--- config.mk ---
export PLATFORM = sky130hd
export DESIGN_NAME = alu_sequencer_flat
export DESIGN_NICKNAME = d
export VERILOG_FILES = /design/src/rtl/alu_sequencer_if.sv /design/src/rtl/alu_sequencer.sv /design/src/flat_wrapper.sv
export SDC_FILE = /design/constraint.sdc
export NUM_CORES = 1
export LEC_CHECK = 0
export BUFFER_PORTS_ARGS = -buffer_cell sky130_fd_sc_hd__buf_2
export CAP_MARGIN = 20
export CORE_MARGIN = 10
export CORE_UTILIZATION = 51
export CTS_CLUSTER_DIAMETER = 120
export DETAILED_ROUTE_END_ITERATION = 10
export PLACE_DENSITY = 0.84
export SETUP_SLACK_MARGIN = 0.05
export SLEW_MARGIN = 20
export SYNTH_ARGS = -nofsm -noshare
export SYNTH_HDL_FRONTEND = slang
export SYNTH_SLANG_ARGS = --single-unit
--- constraint.sdc ---
create_clock -name clk -period 2.2 [get_ports clk]
set_input_delay 0.44 -clock clk [delete_from_list [all_inputs] [get_ports clk]]
set_output_delay 0.44 -clock clk [all_outputs]
set_load 0.01 [all_outputs]
--- src/rtl/alu_sequencer_if.sv ---
// ALU op encoding and the instruction handshake bundle
// shared by the decoder (master) and alu_sequencer (slave).
package alu_pkg;
  typedef enum logic [2:0] {
    ALU_ADD,
    ALU_SUB,
    ALU_AND,
    ALU_OR,
    ALU_XOR
  } alu_op_e;
endpackage

interface alu_sequencer_if #(
    parameter int RW = 2
);
    import alu_pkg::*;

    logic          instr_valid;
    logic          instr_ready;
    alu_op_e       instr_op;
    logic [RW-1:0] instr_src_a;
    logic [RW-1:0] instr_src_b;
    logic [RW-1:0] instr_dst;
    logic          instr_cmp;

    modport master (
        output instr_valid, instr_op,
        output instr_src_a, instr_src_b,
        output instr_dst, instr_cmp,
        input  instr_ready
    );

    modport slave (
        input  instr_valid, instr_op,
        input  instr_src_a, instr_src_b,
        input  instr_dst, instr_cmp,
        output instr_ready
    );
endinterface

--- src/rtl/alu_sequencer.sv ---
// Four-state sequencer driving a combinational ALU from a register file.
// Define ALU_SEQ_COMPARE_EN to let instr_cmp suppress the writeback.
module alu_sequencer
  import alu_pkg::*;
#(
    parameter int DATA_BUS_WIDTH = 8,
    parameter int REG_COUNT      = 4,
    localparam int RW = $clog2(REG_COUNT)
) (
    input  logic                      clk,
    input  logic                      rst,
    alu_sequencer_if.slave            instr,
    input  logic                      ext_we,
    input  logic [RW-1:0]             ext_idx,
    input  logic [DATA_BUS_WIDTH-1:0] ext_data,
    output logic [DATA_BUS_WIDTH-1:0] ext_rd_data,
    output alu_op_e                   alu_op,
    output logic [DATA_BUS_WIDTH-1:0] alu_register1,
    output logic [DATA_BUS_WIDTH-1:0] alu_register2,
    input  logic [DATA_BUS_WIDTH-1:0] alu_result,
    input  logic                      alu_is_carry,
    input  logic                      alu_is_zero,
    output logic                      flag_carry,
    output logic                      flag_zero,
    output logic                      done
);

    typedef enum logic [1:0] {
        IDLE,
        FETCH,
        EXEC,
        WB
    } state_e;

    state_e                    state;
    logic [DATA_BUS_WIDTH-1:0] rf [REG_COUNT];
    alu_op_e                   op_q;
    logic [RW-1:0]             src_a_q;
    logic [RW-1:0]             src_b_q;
    logic [RW-1:0]             dst_q;
    logic                      cmp_q;
    logic [DATA_BUS_WIDTH-1:0] res_q;
    logic                      carry_q;
    logic                      zero_q;
    logic                      cmp_in;

`ifdef ALU_SEQ_COMPARE_EN
    assign cmp_in = instr.instr_cmp;
`else
    logic unused_cmp;
    assign cmp_in     = 1'b0;
    assign unused_cmp = instr.instr_cmp;
`endif

    assign instr.instr_ready = (state == IDLE);
    assign ext_rd_data       = rf[ext_idx];

    always_ff @(posedge clk or posedge rst) begin
        if (rst) begin
            state         <= IDLE;
            for (int i = 0; i < REG_COUNT; i++)
                rf[i] <= '0;
            op_q          <= alu_op_e'(0);
            src_a_q       <= '0;
            src_b_q       <= '0;
            dst_q         <= '0;
            cmp_q         <= 1'b0;
            res_q         <= '0;
            carry_q       <= 1'b0;
            zero_q        <= 1'b0;
            alu_op        <= alu_op_e'(0);
            alu_register1 <= '0;
            alu_register2 <= '0;
            flag_carry    <= 1'b0;
            flag_zero     <= 1'b0;
            done          <= 1'b0;
        end else begin
            done <= 1'b0;
            unique case (state)
                IDLE: begin
                    // a write on the handshake edge is seen by FETCH
                    if (ext_we)
                        rf[ext_idx] <= ext_data;
                    if (instr.instr_valid) begin
                        op_q    <= instr.instr_op;
                        src_a_q <= instr.instr_src_a;
                        src_b_q <= instr.instr_src_b;
                        dst_q   <= instr.instr_dst;
                        cmp_q   <= cmp_in;
                        state   <= FETCH;
                    end
                end
                FETCH: begin
                    alu_op        <= op_q;
                    alu_register1 <= rf[src_a_q];
                    alu_register2 <= rf[src_b_q];
                    state         <= EXEC;
                end
                EXEC: begin
                    res_q   <= alu_result;
                    carry_q <= alu_is_carry;
                    zero_q  <= alu_is_zero;
                    state   <= WB;
                end
                WB: begin
                    if (!cmp_q)
                        rf[dst_q] <= res_q;
                    flag_carry <= carry_q;
                    flag_zero  <= zero_q;
                    done       <= 1'b1;
                    state      <= IDLE;
                end
                default: state <= IDLE;
            endcase
        end
    end

endmodule

--- src/flat_wrapper.sv ---
// flat-port wrapper written by rule: the top's interface ports become plain ports
module alu_sequencer_flat import alu_pkg::*;
#(
    parameter int DATA_BUS_WIDTH = 8,
    parameter int REG_COUNT      = 4,
    localparam int RW = $clog2(REG_COUNT)
)
  (clk, rst, ext_we, ext_idx, ext_data, ext_rd_data, alu_op, alu_register1, alu_register2, alu_result, alu_is_carry, alu_is_zero, flag_carry, flag_zero, done, instr_instr_valid, instr_instr_op, instr_instr_src_a, instr_instr_src_b, instr_instr_dst, instr_instr_cmp, instr_instr_ready);
  alu_sequencer_if instr_i ();
  input  logic clk;
  input  logic rst;
  input  logic ext_we;
  input  logic [RW-1:0] ext_idx;
  input  logic [DATA_BUS_WIDTH-1:0] ext_data;
  output logic [DATA_BUS_WIDTH-1:0] ext_rd_data;
  output alu_op_e alu_op;
  output logic [DATA_BUS_WIDTH-1:0] alu_register1;
  output logic [DATA_BUS_WIDTH-1:0] alu_register2;
  input  logic [DATA_BUS_WIDTH-1:0] alu_result;
  input  logic alu_is_carry;
  input  logic alu_is_zero;
  output logic flag_carry;
  output logic flag_zero;
  output logic done;
  input wire logic [$bits(instr_i.instr_valid)-1:0] instr_instr_valid;
  input wire logic [$bits(instr_i.instr_op)-1:0] instr_instr_op;
  input wire logic [$bits(instr_i.instr_src_a)-1:0] instr_instr_src_a;
  input wire logic [$bits(instr_i.instr_src_b)-1:0] instr_instr_src_b;
  input wire logic [$bits(instr_i.instr_dst)-1:0] instr_instr_dst;
  input wire logic [$bits(instr_i.instr_cmp)-1:0] instr_instr_cmp;
  output wire logic [$bits(instr_i.instr_ready)-1:0] instr_instr_ready;
  assign instr_i.instr_valid = instr_instr_valid;
  assign instr_i.instr_op = instr_instr_op;
  assign instr_i.instr_src_a = instr_instr_src_a;
  assign instr_i.instr_src_b = instr_instr_src_b;
  assign instr_i.instr_dst = instr_instr_dst;
  assign instr_i.instr_cmp = instr_instr_cmp;
  assign instr_instr_ready = instr_i.instr_ready;
  alu_sequencer #(.DATA_BUS_WIDTH(DATA_BUS_WIDTH), .REG_COUNT(REG_COUNT)) u_core (.clk(clk), .rst(rst), .instr(instr_i), .ext_we(ext_we), .ext_idx(ext_idx), .ext_data(ext_data), .ext_rd_data(ext_rd_data), .alu_op(alu_op), .alu_register1(alu_register1), .alu_register2(alu_register2), .alu_result(alu_result), .alu_is_carry(alu_is_carry), .alu_is_zero(alu_is_zero), .flag_carry(flag_carry), .flag_zero(flag_zero), .done(done));
endmodule
# After elaboration in Yosys (flattened, before gate mapping)
# Index checks and enable logic that the tools add are counted.
# classes
n_mul	0
n_reduce_logical	6
div	0
eq_ne	5
bitwise	4
muxes	20
add_sub_neg	0
shift	0
n_lt_le_gt_ge	6
# op_table
op	n
32-bit bitwise mux	2
8-bit 2-to-1 mux	8
32-bit one-hot mux with 2 select lines	1
8-bit binary-select mux with 2-bit select	3
8-bit demux with 2-bit select	2
32-bit 2-to-1 mux	1
3-bit >= comparator, second input constant	4
2-bit NOT with 3-bit output	4
2-bit one-hot mux with 4 select lines	1
3-bit by 1-bit < comparator with 1-bit output, second input constant	2
2-bit equality test, second input constant	2
2-bit != test, second input constant	2
2-bit AND reduction	2
2-bit by 1-bit equality test with 1-bit output, second input constant	1
1-bit logical AND	2
2-bit zero test	1
2-bit 2-to-1 mux	1
2-bit nonzero test	1
1-bit 2-to-1 mux	1
# totals
mem_count	0
mem_bits_ro	0
input_bits	34
elab_cells	59
latch_bits	0
reg_bits	75
mem_bits_rw	0

# Logic depth before layout (Yosys ltp)
# depth
depth_word	8
depth_mapped	7
depth_no_buf	6

# Worst setup path after synthesis
# No wires, ideal clock.
# synth_timing
path_kind	reg2reg
startpoint	reg u_core.state[0]
endpoint	reg u_core.rf[0] (netlist bit)
synth_period_minus_slack_ns	1.741
setup_time_ns	0.128
path_stages_with_launch	6
arrival_time_ns	1.613
setup_slack_ns	0.459
required_ns	2.072
path_cell_list	dfrtp_1 inv_1 ha_1 mux2i_4 nor2_8 mux2_1
# synth_between
elab_chain_len	3
elab_cells_between_ends	6
# synth_lines
item	line_no	rtl
from (decl)	alu_sequencer.sv:35	state_e state;
from (signal assigned)	alu_sequencer.sv:60	state <= IDLE;
from (signal assigned)	alu_sequencer.sv:90	state <= FETCH;
from (signal assigned)	alu_sequencer.sv:97	state <= EXEC;
2-bit zero test *	n/a	
net instr_instr_ready	flat_wrapper.sv:31	output wire logic [$bits(instr_i.instr_ready)-1:0] instr_instr_ready;
2-bit != test (no source line) or 2-bit nonzero test (tied branches)	n/a	
2-bit AND reduction (no source line)	n/a	
to (signal, indexed assignment)	alu_sequencer.sv:83	rf[ext_idx] <= ext_data;
to (signal, indexed assignment)	alu_sequencer.sv:107	rf[dst_q] <= res_q;
to (decl)	alu_sequencer.sv:36	logic [DATA_BUS_WIDTH-1:0] rf [REG_COUNT];
# Mark *: on every way through the listed nets, which the timed path passes. The rest lies on a longest branch.
# A chain may end at the register's enable or synchronous reset.

# Final worst setup path
# layout_timing
startpoint	reg u_core.state[0]
endpoint	reg u_core.rf[21] (netlist bit)
# layout_between
elab_chain_len	3
elab_cells_between_ends	6
# layout_lines
item	line_no	rtl
2-bit equality test or 2-bit zero test (tied branches)	alu_sequencer.sv:79	unique case (state)
2-bit nonzero test (no source line) or 2-bit != test (tied branches)	n/a	
2-bit AND reduction (no source line)	n/a	
# Several ways; a longest one is shown, not always the timed one.

==> flow_summary.json <==
{
  "synthesis.area_um2": 4020,
  "crit_family": "compound AO/OA/AOI/OAI gates",
  "grt_pass1_vias": 2886,
  "cts_max_level": 3,
  "drt-vias-per-instance": 5.85,
  "drv_cap": 0,
  "max_freq_mhz": 513,
  "die_y_um": 109,
  "grtUsageTotal_pct": 15.9,
  "p_int_w": 0.00441,
  "fin_util_pct": 60.1,
  "mostFrequentLayoutCell": "dfrtp_1",
  "grt_pass1_wl_um": 14900,
  "skew_ns": 0.0118,
  "synth_cell_types": 30,
  "start_util_pct": 52.3,
  "cts_inserted_buffers": 9,
  "status": "finished, final reports clean",
  "cp-end-kind": "flip-flop",
  "portBuffers": 63,
  "worst_pin_slew_ns": 0.636,
  "layout_setup_ws_ns": 0.251,
  "die_x_um": 109,
  "switching_share_pct": 36.5,
  "power.switching_w": 0.00254,
  "core-area_um2": 7690,
  "place_ws_ns": 0.234,
  "synth_fp_nets": 342,
  "avgRoutedWirePerCell_um": 19.3,
  "power.total_w": 0.00694,
  "cts_buffer_depth": 2,
  "cts.sinks": 75,
  "rsz0062_at_grt": "no",
  "io_pins": 65,
  "fin_crit_sh_pct": 88.6,
  "cts_setup_buffers": 0,
  "antenna_left": 0,
  "hold_class": "in -> async",
  "crit_buf_inv": 0,
  "final_cell_mix": "75 x dfrtp_1, 63 x buf_2, 41 x mux2_2",
  "drc": 0,
  "place_congestion": 0.865,
  "num_vias": 2727,
  "drive_gt1_share_pct": 45.1,
  "worst_skew_pair.late_latency_ns": 0.34,
  "worstPathCellList": "ha_1, or3b_1, a21oi_4, nor2_1, a21oi_1",
  "dr.first_iter.drc_count": 185,
  "pwr-share-seq_pct": 39.8,
  "num_rows": 32,
  "power_density_nw_per_um2": 1500,
  "final_hold_viol_count": 0,
  "antenna_found_initial": 0,
  "p_leak_nw": 2.04,
  "syn_inst": 303,
  "cp_data_required_time_ns": 2.47,
  "clkTransAtPathRegs_ns": 0.08,
  "wirelength_um": 9010,
  "firstDrtPassIters": 4,
  "start_kind": "flip-flop",
  "cts_tree": "done",
  "yosysWarnings": 0,
  "clkPwrFrac_pct": 16.7,
  "ir_worst_vdd_uv": 664,
  "crit_slowest_cell": "or3b_1",
  "setup_violations": 0,
  "diodes": 0,
  "ctsResizeCount": 0,
  "slew_viol_final": 0,
  "synth_seq_area_share_pct": 46.7,
  "cp.arrival_ns": 2.22,
  "path_class": "reg -> reg",
  "pwr-share-comb_pct": 43.5,
  "tns_ns": 0,
  "slew_headroom_pct": 57.5,
  "fin_nets": 400,
  "overflow": 0,
  "crit_fanout": 16,
  "areaGrowthSynthToFinish_pct": 14.9,
  "hold_buffers": 0,
  "grt_max_degree": 48,
  "max_stage_delay_ns": 0.46,
  "ys_ff_latch": 75,
  "cts_root_buffer": "clkbuf_8",
  "fin_hold_ws_ns": 0.176,
  "dp_hpwl_um": 6940,
  "die_area_um2": 11800,
  "fin_crit_ns": 1.95,
  "synth_area_per_cell_um2": 13.3
}
==> cells by family after synthesis <==
group,after synthesis,share of synthesized area [%]
multiplexers,82,30.7
buffers and inverters,28,3.64
flip-flops,75,46.7
AO/OA/AOI/OAI,55,9.71
AND/OR/NAND/NOR,58,7.66
adder cells (fa/ha/maj),5,1.56
==> power groups by stage <==
stage                     combinational [W]  sequential [W]  clock, W
after global routing                0.00331         0.00288   0.00123
after CTS                           0.00306         0.00276   0.00118
after floorplan                     0.00246         0.00252         0
final                               0.00302         0.00277   0.00116
after global placement              0.00292         0.00270         0
after detailed placement            0.00305         0.00279         0
==> per-stage QoR <==
| stage | cell area (um^2) | std cells |
|---|---|---|
| 2_1_floorplan | 4020 | 303 |
| 3_3_place_gp | 4400 | 452 |
| 3_5_place_dp | 4400 | 452 |
| 4_1_cts | 4620 | 466 |
| 5_1_grt | 4620 | 466 |
| 6_report | 4620 | 466 |
==> state kept, by name, indices dropped and copies added, names as in the netlist, 2 cells and up <==
signal	cells
u_core.dst_q	2
u_core.alu_op	3
u_core.src_b_q	2
u_core.alu_register2	8
u_core.res_q	8
u_core.op_q	3
u_core.alu_register1	8
u_core.rf	32
u_core.state	2
u_core.src_a_q	2
==> layer usage <==
metal / vias to the layer above / routed length, um / track usage (%)
met5: - / 0 / 0
met1: 1386 / 3910 / 20.1
li1: 1251 / - / -
met2: 83 / 4430 / 25.9
met4: 0 / 103 / 5.08
met3: 7 / 559 / 4.48
==> cells in the mapped netlist, drive strengths merged <==
cell    instances  area share (%)
mux2i           1            0.56
a21oi          20             3.2
inv             5            0.47
clkbuf          6            0.56
a32oi          16             3.5
nor2b          12             1.9
ha              5             1.6
or2             2            0.31
nor3            1            0.12
or3b            2            0.44
dfrtp          75              47
nand2b          8             1.2
a21o            1            0.19
o31ai           1            0.19
mux2           57              17
o22ai          16             2.5
nand2          12             1.1
buf            17             2.6
nor2           19             2.2
o21ai           1            0.12
mux4           24              13
nand3b          2            0.37
==> layout make-up <==
type                            count  area (um^2)
Clock buffer                       10          138
Fill cell                         624         3070
Timing Repair Buffer               70          380
Tap cell                          102          128
Clock inverter                      4         76.3
Inverter                            5         22.5
Multi-Input combinational cell    200         2000
Sequential cell                    75         1880
==> final timing paths <==
kind / slack [ns] / cells after the start / end / startpoint
max in group asynchronous: 1.39 / 3 / u_core.res_q[6]$_DFFE_PP0N_ / rst
min in group clk: 0.32 / 2 / u_core.src_a_q[0]$_DFFE_PP0P_ / instr_instr_src_a[0]
max reg2reg: 0.25 / 5 / u_core.rf[21]$_DFFE_PP0P_ / u_core.state[0]$_DFFE_PP0P_
min: 0.18 / 2 / u_core.alu_register1[4]$_DFFE_PP0N_ / rst
max: 0.25 / 5 / u_core.rf[21]$_DFFE_PP0P_ / u_core.state[0]$_DFFE_PP0P_
min reg2reg: 0.50 / 1 / u_core.alu_register1[0]$_DFFE_PP0N_ / u_core.alu_register1[0]$_DFFE_PP0N_
Power figures use the tool's default switching activity.
